## src/rtl/pht_access_sched_if.sv

```systemverilog
// Bundle of the lookup, update, clear and PHT RAM signals of pht_access_sched.
// The scheduler takes the slave modport; the pipeline/RAM side takes the master modport.
interface pht_access_sched_if #(
  parameter int unsigned IDX_W = 6
);
  logic             clr;
  logic             lkp_valid;
  logic [IDX_W-1:0] lkp_idx;
  logic             lkp_ready;
  logic             rsp_valid;
  logic             rsp_taken;
  logic             upd_valid;
  logic [IDX_W-1:0] upd_idx;
  logic             upd_taken;
  logic             upd_ready;
  logic             init_busy;
  logic             tbl_en;
  logic             tbl_we;
  logic [IDX_W-1:0] tbl_addr;
  logic [1:0]       tbl_wdata;
  logic [1:0]       tbl_rdata;

  modport slave (
    input  clr, lkp_valid, lkp_idx, upd_valid, upd_idx, upd_taken, tbl_rdata,
    output lkp_ready, rsp_valid, rsp_taken, upd_ready, init_busy,
           tbl_en, tbl_we, tbl_addr, tbl_wdata
  );

  modport master (
    output clr, lkp_valid, lkp_idx, upd_valid, upd_idx, upd_taken, tbl_rdata,
    input  lkp_ready, rsp_valid, rsp_taken, upd_ready, init_busy,
           tbl_en, tbl_we, tbl_addr, tbl_wdata
  );
endinterface

```

## src/rtl/pht_access_sched.sv

```systemverilog
// Arbiter and sole owner of a single-port PHT RAM: serves prediction lookups, runs buffered
// read-modify-write counter updates and the table-initialisation sweep.
module pht_access_sched #(
  parameter int unsigned IDX_W      = 6,
  parameter int unsigned FIFO_DEPTH = 4,
  parameter logic [1:0]  CTR_INIT   = 2'b11
) (
  input logic               clk,
  input logic               rst,
  pht_access_sched_if.slave bus
);

  localparam int unsigned PtrW = $clog2(FIFO_DEPTH);
  localparam int unsigned CntW = PtrW + 1;
  localparam logic [CntW-1:0] FullCnt = CntW'(FIFO_DEPTH);

  typedef enum logic [1:0] {StInit, StIdle, StUpdRd, StUpdWr} state_e;

  state_e           stateQ, stateD;
  logic [IDX_W-1:0] sweepQ, sweepD;
  logic [IDX_W-1:0] updIdxQ, updIdxD;
  logic             updTknQ, updTknD;
  logic             rspValidQ;

  logic [IDX_W-1:0] fifoIdxQ [FIFO_DEPTH];
  logic             fifoTknQ [FIFO_DEPTH];
  logic [PtrW-1:0]  wrPtrQ, rdPtrQ;
  logic [CntW-1:0]  cntQ;

  logic full, empty, push, pop, lkpFire;

  // Counter order SNT 00 < WNT 01 < WT 11 < ST 10, saturating at both ends.
  function automatic logic [1:0] nextCtr(input logic [1:0] ctr, input logic taken);
    logic [1:0] res;
    unique case (ctr)
      2'b00:   res = taken ? 2'b01 : 2'b00;
      2'b01:   res = taken ? 2'b11 : 2'b00;
      2'b11:   res = taken ? 2'b10 : 2'b01;
      default: res = taken ? 2'b10 : 2'b11;
    endcase
    return res;
  endfunction

  assign full  = (cntQ == FullCnt);
  assign empty = (cntQ == '0);

  assign bus.init_busy = (stateQ == StInit);
  // Registered occupancy only: a pop in the same cycle does not free a slot for a push.
  assign bus.upd_ready = ~full & ~bus.init_busy;
  assign push          = bus.upd_valid & bus.upd_ready;
  assign bus.lkp_ready = lkpFire;
  assign bus.rsp_valid = rspValidQ;
  assign bus.rsp_taken = rspValidQ & bus.tbl_rdata[1];

  always_comb begin
    stateD        = stateQ;
    sweepD        = sweepQ;
    updIdxD       = updIdxQ;
    updTknD       = updTknQ;
    pop           = 1'b0;
    lkpFire       = 1'b0;
    bus.tbl_en    = 1'b0;
    bus.tbl_we    = 1'b0;
    bus.tbl_addr  = '0;
    bus.tbl_wdata = '0;

    unique case (stateQ)
      StInit: begin
        bus.tbl_en    = 1'b1;
        bus.tbl_we    = 1'b1;
        bus.tbl_addr  = sweepQ;
        bus.tbl_wdata = CTR_INIT;
        sweepD        = sweepQ + 1'b1;
        if (sweepQ == '1) stateD = StIdle;
      end
      StIdle: begin
        // A full FIFO beats lookups so updates cannot starve behind a busy fetch stage.
        if (full || (!bus.lkp_valid && !empty)) begin
          pop          = 1'b1;
          bus.tbl_en   = 1'b1;
          bus.tbl_addr = fifoIdxQ[rdPtrQ];
          updIdxD      = fifoIdxQ[rdPtrQ];
          updTknD      = fifoTknQ[rdPtrQ];
          stateD       = StUpdRd;
        end else if (bus.lkp_valid) begin
          lkpFire      = 1'b1;
          bus.tbl_en   = 1'b1;
          bus.tbl_addr = bus.lkp_idx;
        end
      end
      StUpdRd: begin
        bus.tbl_en    = 1'b1;
        bus.tbl_we    = 1'b1;
        bus.tbl_addr  = updIdxQ;
        bus.tbl_wdata = nextCtr(bus.tbl_rdata, updTknQ);
        stateD        = StUpdWr;
      end
      StUpdWr: stateD = StIdle;
      default: stateD = StInit;
    endcase

    // Clear drops any RAM access this cycle, including a pending RMW write.
    if (bus.clr) begin
      stateD        = StInit;
      sweepD        = '0;
      pop           = 1'b0;
      lkpFire       = 1'b0;
      bus.tbl_en    = 1'b0;
      bus.tbl_we    = 1'b0;
      bus.tbl_addr  = '0;
      bus.tbl_wdata = '0;
    end
  end

  always_ff @(posedge clk or posedge rst) begin
    if (rst) begin
      stateQ    <= StInit;
      sweepQ    <= '0;
      updIdxQ   <= '0;
      updTknQ   <= 1'b0;
      rspValidQ <= 1'b0;
    end else begin
      stateQ    <= stateD;
      sweepQ    <= sweepD;
      updIdxQ   <= updIdxD;
      updTknQ   <= updTknD;
      rspValidQ <= lkpFire;
    end
  end

  always_ff @(posedge clk or posedge rst) begin
    if (rst) begin
      wrPtrQ <= '0;
      rdPtrQ <= '0;
      cntQ   <= '0;
    end else if (bus.clr) begin
      wrPtrQ <= '0;
      rdPtrQ <= '0;
      cntQ   <= '0;
    end else begin
      if (push) wrPtrQ <= wrPtrQ + 1'b1;
      if (pop)  rdPtrQ <= rdPtrQ + 1'b1;
      cntQ <= cntQ + CntW'(push) - CntW'(pop);
    end
  end

  // Payload storage needs no reset; occupancy alone says what is valid.
  always_ff @(posedge clk) begin
    if (push) begin
      fifoIdxQ[wrPtrQ] <= bus.upd_idx;
      fifoTknQ[wrPtrQ] <= bus.upd_taken;
    end
  end

endmodule
```

## src/flat_wrapper.sv

```systemverilog
// flat-port wrapper written by rule: the top's interface ports become plain ports
module pht_access_sched_flat 
#(
  parameter int unsigned IDX_W      = 6,
  parameter int unsigned FIFO_DEPTH = 4,
  parameter logic [1:0]  CTR_INIT   = 2'b11
)
  (clk, rst, bus_clr, bus_lkp_valid, bus_lkp_idx, bus_upd_valid, bus_upd_idx, bus_upd_taken, bus_tbl_rdata, bus_lkp_ready, bus_rsp_valid, bus_rsp_taken, bus_upd_ready, bus_init_busy, bus_tbl_en, bus_tbl_we, bus_tbl_addr, bus_tbl_wdata);
  pht_access_sched_if #(.IDX_W(IDX_W)) bus_i ();
  input logic clk;
  input logic rst;
  input wire logic [$bits(bus_i.clr)-1:0] bus_clr;
  input wire logic [$bits(bus_i.lkp_valid)-1:0] bus_lkp_valid;
  input wire logic [$bits(bus_i.lkp_idx)-1:0] bus_lkp_idx;
  input wire logic [$bits(bus_i.upd_valid)-1:0] bus_upd_valid;
  input wire logic [$bits(bus_i.upd_idx)-1:0] bus_upd_idx;
  input wire logic [$bits(bus_i.upd_taken)-1:0] bus_upd_taken;
  input wire logic [$bits(bus_i.tbl_rdata)-1:0] bus_tbl_rdata;
  output wire logic [$bits(bus_i.lkp_ready)-1:0] bus_lkp_ready;
  output wire logic [$bits(bus_i.rsp_valid)-1:0] bus_rsp_valid;
  output wire logic [$bits(bus_i.rsp_taken)-1:0] bus_rsp_taken;
  output wire logic [$bits(bus_i.upd_ready)-1:0] bus_upd_ready;
  output wire logic [$bits(bus_i.init_busy)-1:0] bus_init_busy;
  output wire logic [$bits(bus_i.tbl_en)-1:0] bus_tbl_en;
  output wire logic [$bits(bus_i.tbl_we)-1:0] bus_tbl_we;
  output wire logic [$bits(bus_i.tbl_addr)-1:0] bus_tbl_addr;
  output wire logic [$bits(bus_i.tbl_wdata)-1:0] bus_tbl_wdata;
  assign bus_i.clr = bus_clr;
  assign bus_i.lkp_valid = bus_lkp_valid;
  assign bus_i.lkp_idx = bus_lkp_idx;
  assign bus_i.upd_valid = bus_upd_valid;
  assign bus_i.upd_idx = bus_upd_idx;
  assign bus_i.upd_taken = bus_upd_taken;
  assign bus_i.tbl_rdata = bus_tbl_rdata;
  assign bus_lkp_ready = bus_i.lkp_ready;
  assign bus_rsp_valid = bus_i.rsp_valid;
  assign bus_rsp_taken = bus_i.rsp_taken;
  assign bus_upd_ready = bus_i.upd_ready;
  assign bus_init_busy = bus_i.init_busy;
  assign bus_tbl_en = bus_i.tbl_en;
  assign bus_tbl_we = bus_i.tbl_we;
  assign bus_tbl_addr = bus_i.tbl_addr;
  assign bus_tbl_wdata = bus_i.tbl_wdata;
  pht_access_sched #(.IDX_W(IDX_W), .FIFO_DEPTH(FIFO_DEPTH), .CTR_INIT(CTR_INIT)) u_core (.clk(clk), .rst(rst), .bus(bus_i));
endmodule
```

## config.mk

```make
export PLATFORM = sky130hd
export DESIGN_NAME = pht_access_sched_flat
export DESIGN_NICKNAME = d
export VERILOG_FILES = /design/src/rtl/pht_access_sched_if.sv /design/src/rtl/pht_access_sched.sv /design/src/flat_wrapper.sv
export SDC_FILE = /design/constraint.sdc
export NUM_CORES = 1
export LEC_CHECK = 0
export ABC_AREA = 1
export CAP_MARGIN = 20
export CORE_ASPECT_RATIO = 1.1
export CORE_MARGIN = 2
export CORE_UTILIZATION = 40
export DETAILED_ROUTE_END_ITERATION = 6
export PLACE_DENSITY_LB_ADDON = 0.15
export SETUP_SLACK_MARGIN = 0.2
export SKIP_LAST_GASP = 1
export SYNTH_ARGS = -nofsm -noshare
export SYNTH_HDL_FRONTEND = slang
export SYNTH_SLANG_ARGS = --single-unit
```

## constraint.sdc

```tcl
create_clock -name clk -period 3.5 [get_ports clk]
set_input_delay 0.875 -clock clk [delete_from_list [all_inputs] [get_ports clk]]
set_output_delay 0.875 -clock clk [all_outputs]
set_load 0.005 [all_outputs]
```

==> results of run 1 <==
## layout make-up
| type | instances | area, um2 |
|---|---|---|
| clock buffers | 5 | 68.8 |
| clock inverters | 3 | 25.0 |
| fillers | 643 | 3310 |
| inverters | 69 | 269 |
| multi-input cells | 186 | 1030 |
| flip-flops and latches | 51 | 1420 |
| well taps | 82 | 103 |
| repair buffers | 45 | 450 |
## cells by family (layout without fill, tap and decap cells)
| kind of cell | after synthesis | in the layout | synth area share (%) |
|---|---|---|---|
| flops | 51 | 51 | 50.8 |
| xor+xnor | 3 | 3 | 0.943 |
| compound gates | 39 | 39 | 8.48 |
| simple gates | 131 | 131 | 21.0 |
| fa+ha+maj | 13 | 13 | 6.10 |
| buf+inv | 78 | 122 | 12.7 |
## sequential cells by signal, indices dropped and copies added, names as in the netlist
name	count
u_core.rdPtrQ	2
u_core.cntQ	3
u_core.bus.rsp_valid	1
u_core.fifoIdxQ	24
u_core.updTknQ	1
u_core.wrPtrQ	2
u_core.sweepQ	6
u_core.fifoTknQ	4
u_core.updIdxQ	6
u_core.stateQ	2
## metal layers
| layer | GRT usage [%] | wire [um] | vias to the layer above |
|---|---|---|---|
| met1 | 21.1 | 2690 | 952 |
| met3 | 3.27 | 215 | 2 |
| met2 | 27.5 | 2910 | 37 |
| met4 | 4.03 | 35 | 0 |
| met5 | 0 | 0 | - |
| li1 | - | - | 1067 |
## worst max-delay path by stage
stage                                      start          endpoint  slack (ns)  cells past startpoint
global placement                   bus_lkp_valid   bus_tbl_addr[3]        0.10                      8
detailed placement                 bus_lkp_valid   bus_tbl_addr[4]        0.10                      8
global route        u_core.stateQ[1]$_DFFE_PP0P_  bus_tbl_wdata[1]        0.21                      7
CTS                                bus_lkp_valid     bus_lkp_ready        0.19                      5
floorplan                                bus_clr        bus_tbl_en        1.07                      4
finish                             bus_lkp_valid     bus_lkp_ready        0.29                      5
## where the power goes
group	total [uW]	internal [uW]	switching [uW]
Clock	364	146	218
Sequential	849	755	93.2
Combinational	916	400	515
Total	2130	1300	826
## synth_stat cells, drive strengths merged
cell and count:
nand3b 1, nand2 74, o21ai 26, xor2 2, xnor2 1, nor3 1
a21oi 11, and3 1, edfxtp 28, clkbuf 1, inv 69, or2 1
ha 12, buf 8, dfrtp 23, a31oi 1, nand3 29, fa 1
nor2 24, o211ai 1
## worst max-delay path: stages
cell,delay [ns]
clkdlybuf4s50_1,0.50
nand2_1,0.09
buf_4,0.15
nor3_2,0.19
clkdlybuf4s50_1,0.53
## per-stage QoR
step / power, uW / setup slack (ns) / hold slack (ns) / std cells / utilization, %
global placement: 1760 / 0.104 / 0.502 / 429 / 47.9
CTS: 2150 / 0.190 / 0.532 / 440 / 49.7
finish: 2130 / 0.291 / 0.527 / 441 / 50.4
global route: 2320 / 0.209 / 0.558 / 441 / 50.4
detailed placement: 1770 / 0.102 / 0.507 / 429 / 47.9
floorplan: 1480 / 1.07 / 0.476 / 315 / -
## what timing repair did
action                     4_1_cts  5_1_grt
gates resized for setup          9        7
setup buffers                    3        0
setup endpoints to repair        9        6
==> impl_metrics.py, run 1 <==
metrics = {
    "status": {
        "outcome": "complete, no violations",
    },
    "clock_network": {
        "cts_sinks": 51,
        "cts_max_level": 2,
        "cts-root-buf": "clkbuf_8",
        "clk_latency_ns": 0.31,
        "clk_pin_slew_ns": 0.10,
        "cts_made_buffers": 5,
        "cts-hold-fix-buffers": 0,
        "clockBufferDepth": 2,
        "cts_tree": "built",
    },
    "sta": {
        "worst_pin_slew_ns": 0.770,
        "relSlewSlack_pct": 48.5,
        "finClkSkew_ns": 0.00548,
        "min_period_ns": 3.21,
        "setup_viol": 0,
        "tns_ns": 0,
        "finalHoldViolCount": 0,
        "fmax_mhz": 312,
        "period_share_pct": 91.7,
        "rsz0062_at_grt": "no",
        "report.final.slew_viol_count": 0,
    },
    "synth": {
        "synth.distinct_cells": 31,
        "synth_top_area_cell": "edfxtp_1",
        "synth_nets": 348,
        "yosysSeqAreaShare_pct": 50.8,
        "synthesis.area_um2": 2790,
        "synthTopCellsByArea": "edfxtp_1 (30%), dfrtp_1 (21%), nand2_1 (9.2%), inv_1 (8.9%), ha_1 (5.4%)",
        "yosysWarnings": 0,
        "synth_seq_cells": 51,
        "synthesis.instances": 315,
        "syn_area_per_cell_um2": 8.85,
        "yosys.area.top_type_share_pct": 30.2,
    },
    "setup_path": {
        "r2r_end": "u_core.cntQ[2]$_DFF_PP0_",
        "path_max_fanout": 2,
        "critPathKind": "primary input to primary output",
        "rrSetupSlack_ns": 1.17,
        "cp_data_required_time_ns": 2.62,
        "worstSetupStartpointType": "primary input",
        "r2r_start": "u_core.stateQ[1]$_DFFE_PP0P_",
        "arrival_ns": 2.33,
        "reg2reg_depth": 12,
        "setup.worst_path.end_class": "primary output",
    },
    "grt": {
        "grt_max_degree": 24,
        "grt_usage_pct": 16.2,
        "grt_pass1_wl_um": 9820,
        "antenna_found_initial": 0,
        "grt_pass1_vias": 2003,
        "grt_overflow": 0,
    },
    "route": {
        "first_pass_iters": 4,
        "avgRoutedWirePerCell_um": 13.3,
        "drt_iter0_drc": 85,
        "drcViolationCount": 0,
        "drtAntennaViolNets": 0,
        "via_per_inst": 4.67,
        "drt_wl_total_um": 5850,
        "num_vias": 2058,
    },
    "die": {
        "die_height_um": 91.6,
        "placement_rows": 31,
        "core_um2": 6670,
        "chipWidth_um": 83.6,
        "dieArea_um2": 7650,
        "io-pin-count": 35,
        "initial_core_util_pct": 41.8,
    },
    "placement": {
        "hpwl_um": 4190,
        "place_congestion": 0.778,
        "numPortBuffers": 34,
        "place_area_um2": 3190,
    },
    "hold_path": {
        "hold_path.startpoint": "u_core.updIdxQ[0]$_DFFE_PP0N_",
        "hp-class": "flip-flop to flip-flop",
        "hold_depth": 2,
        "min_to": "u_core.updIdxQ[0]$_DFFE_PP0N_",
    },
    "job": {
        "maxCapViolations": 0,
    },
    "layout": {
        "drive_above_1_share_pct": 13.1,
        "area_growth_pct": 20.6,
        "fin_nets": 391,
        "layout_common_cells": "nand2_1 (68), inv_1 (65), edfxtp_1 (28)",
        "final_common_cell": "nand2_1",
        "final_cell_area_um2": 3360,
        "n_antenna_cell": 0,
    },
    "power_and_ir_drop": {
        "vdd_drop_max_v": 0.000341,
        "powerDensity_nw_per_um2": 633,
        "p_leak_uw": 0.00162,
    },
}
(Power assumes the default switching activity.)
==> run 2, diff against run 1 <==
--- a/config.mk
+++ b/config.mk
@@ -9,7 +9,7 @@
 export CAP_MARGIN = 20
 export CORE_ASPECT_RATIO = 1.1
 export CORE_MARGIN = 2
-export CORE_UTILIZATION = 40
+export CORE_UTILIZATION = 50
 export DETAILED_ROUTE_END_ITERATION = 6
 export PLACE_DENSITY_LB_ADDON = 0.15
 export SETUP_SLACK_MARGIN = 0.2
==> constraint.sdc (replaced) <==
create_clock -name clk -period 2.9 [get_ports clk]
set_input_delay 0.725 -clock clk [delete_from_list [all_inputs] [get_ports clk]]
set_output_delay 0.725 -clock clk [all_outputs]
set_load 0.005 [all_outputs]
==> run 2 against run 1 <==
  * Non-clock buffer count is 27 higher
  * First-iteration DRC count grew 46%
  * Via count rose by 8.0%
  * Clock-buffer cell count did not move
  * Critical path type unchanged
  * Wire length shrank 1.0%
  * Core utilization rose by 16 points
  * Largest power group unchanged
  * Critical endpoint is now bus_tbl_wdata[1]
==> impl_metrics.py, run 2 (synthesis gave the netlist of run 1 again) <==
metrics = {
    "layout": {
        "largest_reg_flops": 24,
        "top_register": "u_core.fifoIdxQ",
        "n_antenna_cell": 0,
        "area_growth_pct": 27.5,
        "layout_common_cells": "nand2_1 (67), inv_1 (63), buf_4 (35)",
        "final_common_cell": "nand2_1",
        "reg.largest.list": "u_core.fifoIdxQ x24, u_core.sweepQ x6, u_core.updIdxQ x6",
        "num-fill-cells": 480,
        "fin_nets": 418,
        "drive_above_1_share_pct": 21.0,
    },
    "clock_network": {
        "cts-root-buf": "clkbuf_8",
        "cts_max_level": 2,
        "cts_sinks": 51,
        "clk_pin_slew_ns": 0.10,
        "clockBufferDepth": 2,
        "clk_latency_ns": 0.30,
        "cts_tree": "built",
        "cts_made_buffers": 5,
    },
    "setup_path": {
        "worstSetupStartpointType": "primary input",
        "cpPeakStageDelay_ns": 0.49,
        "cp_data_required_time_ns": 2.17,
        "path_max_fanout": 9,
        "critPathKind": "primary input to primary output",
        "arrival_ns": 1.95,
        "setup.worst_path.end_class": "primary output",
        "crit_chain": "dlygate4sd2_1, buf_6, inv_1, nand2_1, inv_1, o211ai_1, nand2_1, clkdlybuf4s50_1",
        "cp_slowest_cell": "clkdlybuf4s50_1",
    },
    "power_and_ir_drop": {
        "p_switching_uw": 1060,
        "p_clk_share_pct": 15.7,
        "seqPwrFrac_pct": 35.5,
        "switching_share_pct": 37.7,
        "p_leak_uw": 0.00172,
        "vdd_drop_max_v": 0.000460,
        "p_total_uw": 2810,
        "internal_power_uw": 1750,
        "powerDensity_nw_per_um2": 791,
        "p_comb_share_pct": 48.7,
    },
    "grt": {
        "grt_overflow": 0,
        "grt_max_degree": 24,
        "grt_pass1_wl_um": 9110,
        "grt_usage_pct": 19.5,
        "antenna_found_initial": 0,
        "grt_pass1_vias": 1971,
    },
    "sta": {
        "rsz0062_at_grt": "yes",
        "finalHoldViolCount": 0,
        "finClkSkew_ns": 0.00908,
        "tns_ns": 0,
        "period_share_pct": 92.3,
        "relSlewSlack_pct": 68.4,
        "worst_pin_slew_ns": 0.469,
        "fmax_mhz": 374,
        "min_period_ns": 2.68,
        "setup_viol": 0,
        "report.final.slew_viol_count": 0,
    },
    "placement": {
        "place_congestion": 0.779,
        "numPortBuffers": 34,
        "hpwl_um": 4080,
    },
    "route": {
        "drcViolationCount": 0,
        "drt_iter0_drc": 124,
        "via_per_inst": 4.82,
        "drt_wl_total_um": 5790,
        "num_vias": 2223,
        "drtAntennaViolNets": 0,
        "avgRoutedWirePerCell_um": 12.6,
        "first_pass_iters": 4,
    },
    "die": {
        "core_um2": 5400,
        "chipWidth_um": 75.2,
        "die_height_um": 82.3,
        "dieArea_um2": 6190,
        "placement_rows": 28,
        "initial_core_util_pct": 51.7,
        "io-pin-count": 35,
    },
    "job": {
        "maxCapViolations": 0,
    },
    "hold_path": {
        "hp-class": "flip-flop to flip-flop",
    },
    "status": {
        "outcome": "complete, no violations",
    },
}
## run 2: cell count changes in the layout (fill, tap and decap cells not counted), moves of 2 or more
cell | before | now
buf_4 | 10 | 35
dlygate4sd2_1 | 4 | 9
dlymetal6s2s_1 | 5 | 1
clkdlybuf4s50_1 | 25 | 22
buf_6 | 0 | 2
ha_4 | 0 | 2
inv_1 | 65 | 63
inv_2 | 2 | 4
o21ai_0 | 16 | 14
o21ai_1 | 0 | 2
## run 2: final cells by class
cell class                      instances  area [um2]  share of cell area [%]
Timing Repair Buffer                   72         627                    17.6
Tap cell                               75        93.8                    2.64
Inverter                               69         267                    7.50
Clock inverter                          3        28.8                   0.810
Multi-Input combinational cell        186        1050                    29.6
Clock buffer                            5        68.8                    1.94
Sequential cell                        51        1420                    39.9
## run 2: final timing paths
check                      slack (ns)                            end                          start  cells past startpoint
max in group asynchronous        1.87   u_core.stateQ[0]$_DFFE_PP0P_                            rst                      3
hold reg to reg                  0.53  u_core.updIdxQ[4]$_DFFE_PP0N_  u_core.updIdxQ[4]$_DFFE_PP0N_                      2
hold / removal                   0.53  u_core.updIdxQ[4]$_DFFE_PP0N_  u_core.updIdxQ[4]$_DFFE_PP0N_                      2
setup reg to reg                 0.56       u_core.cntQ[2]$_DFF_PP0_   u_core.stateQ[1]$_DFFE_PP0P_                     13
min in group asynchronous        0.77       u_core.cntQ[1]$_DFF_PP0_                            rst                      3
setup / recovery                 0.22               bus_tbl_wdata[1]                        bus_clr                      8
## run 2: what timing repair did
item,CTS,global route
pin swaps,0,4
setup endpoints to repair,13,8
setup buffers,4,11
gates resized for setup,23,11
hold buffers,0,0
## run 2: worst max-delay path: cells and delay by family
kind	cells	cell delay, ns
simple gates	2	0.11
compound gates	1	0.08
buf+inv	5	1.04
## run 2: per-stage QoR
stage	instances	area, um2	utilization, %	setup WS (ns)	hold WS (ns)
floorplan	315	2790	-	0.772	0.476
global placement	438	3310	61.3	-0.161	0.501
detailed placement	438	3310	61.3	-0.199	0.504
CTS	450	3450	64.0	0.184	0.531
global route	461	3550	65.9	0.146	0.549
finish	461	3550	65.9	0.223	0.528
## run 2: power by group through the flow
stage                     combinational, uW  sequential (uW)  clock (uW)
after floorplan                         794              992           0
after global placement                 1160             1010           0
after detailed placement               1190             1010           0
after CTS                              1230             1000         462
after global routing                   1540             1010         482
final                                  1370              999         442
## run 2: routing by layer
layer | GRT usage [%] | wire length, um | up-vias
li1 | - | - | 1126
met1 | 24.6 | 2520 | 1056
met2 | 34.9 | 3050 | 34
met3 | 2.91 | 158 | 7
met4 | 4.74 | 56 | 0
met5 | 0 | 0 | -
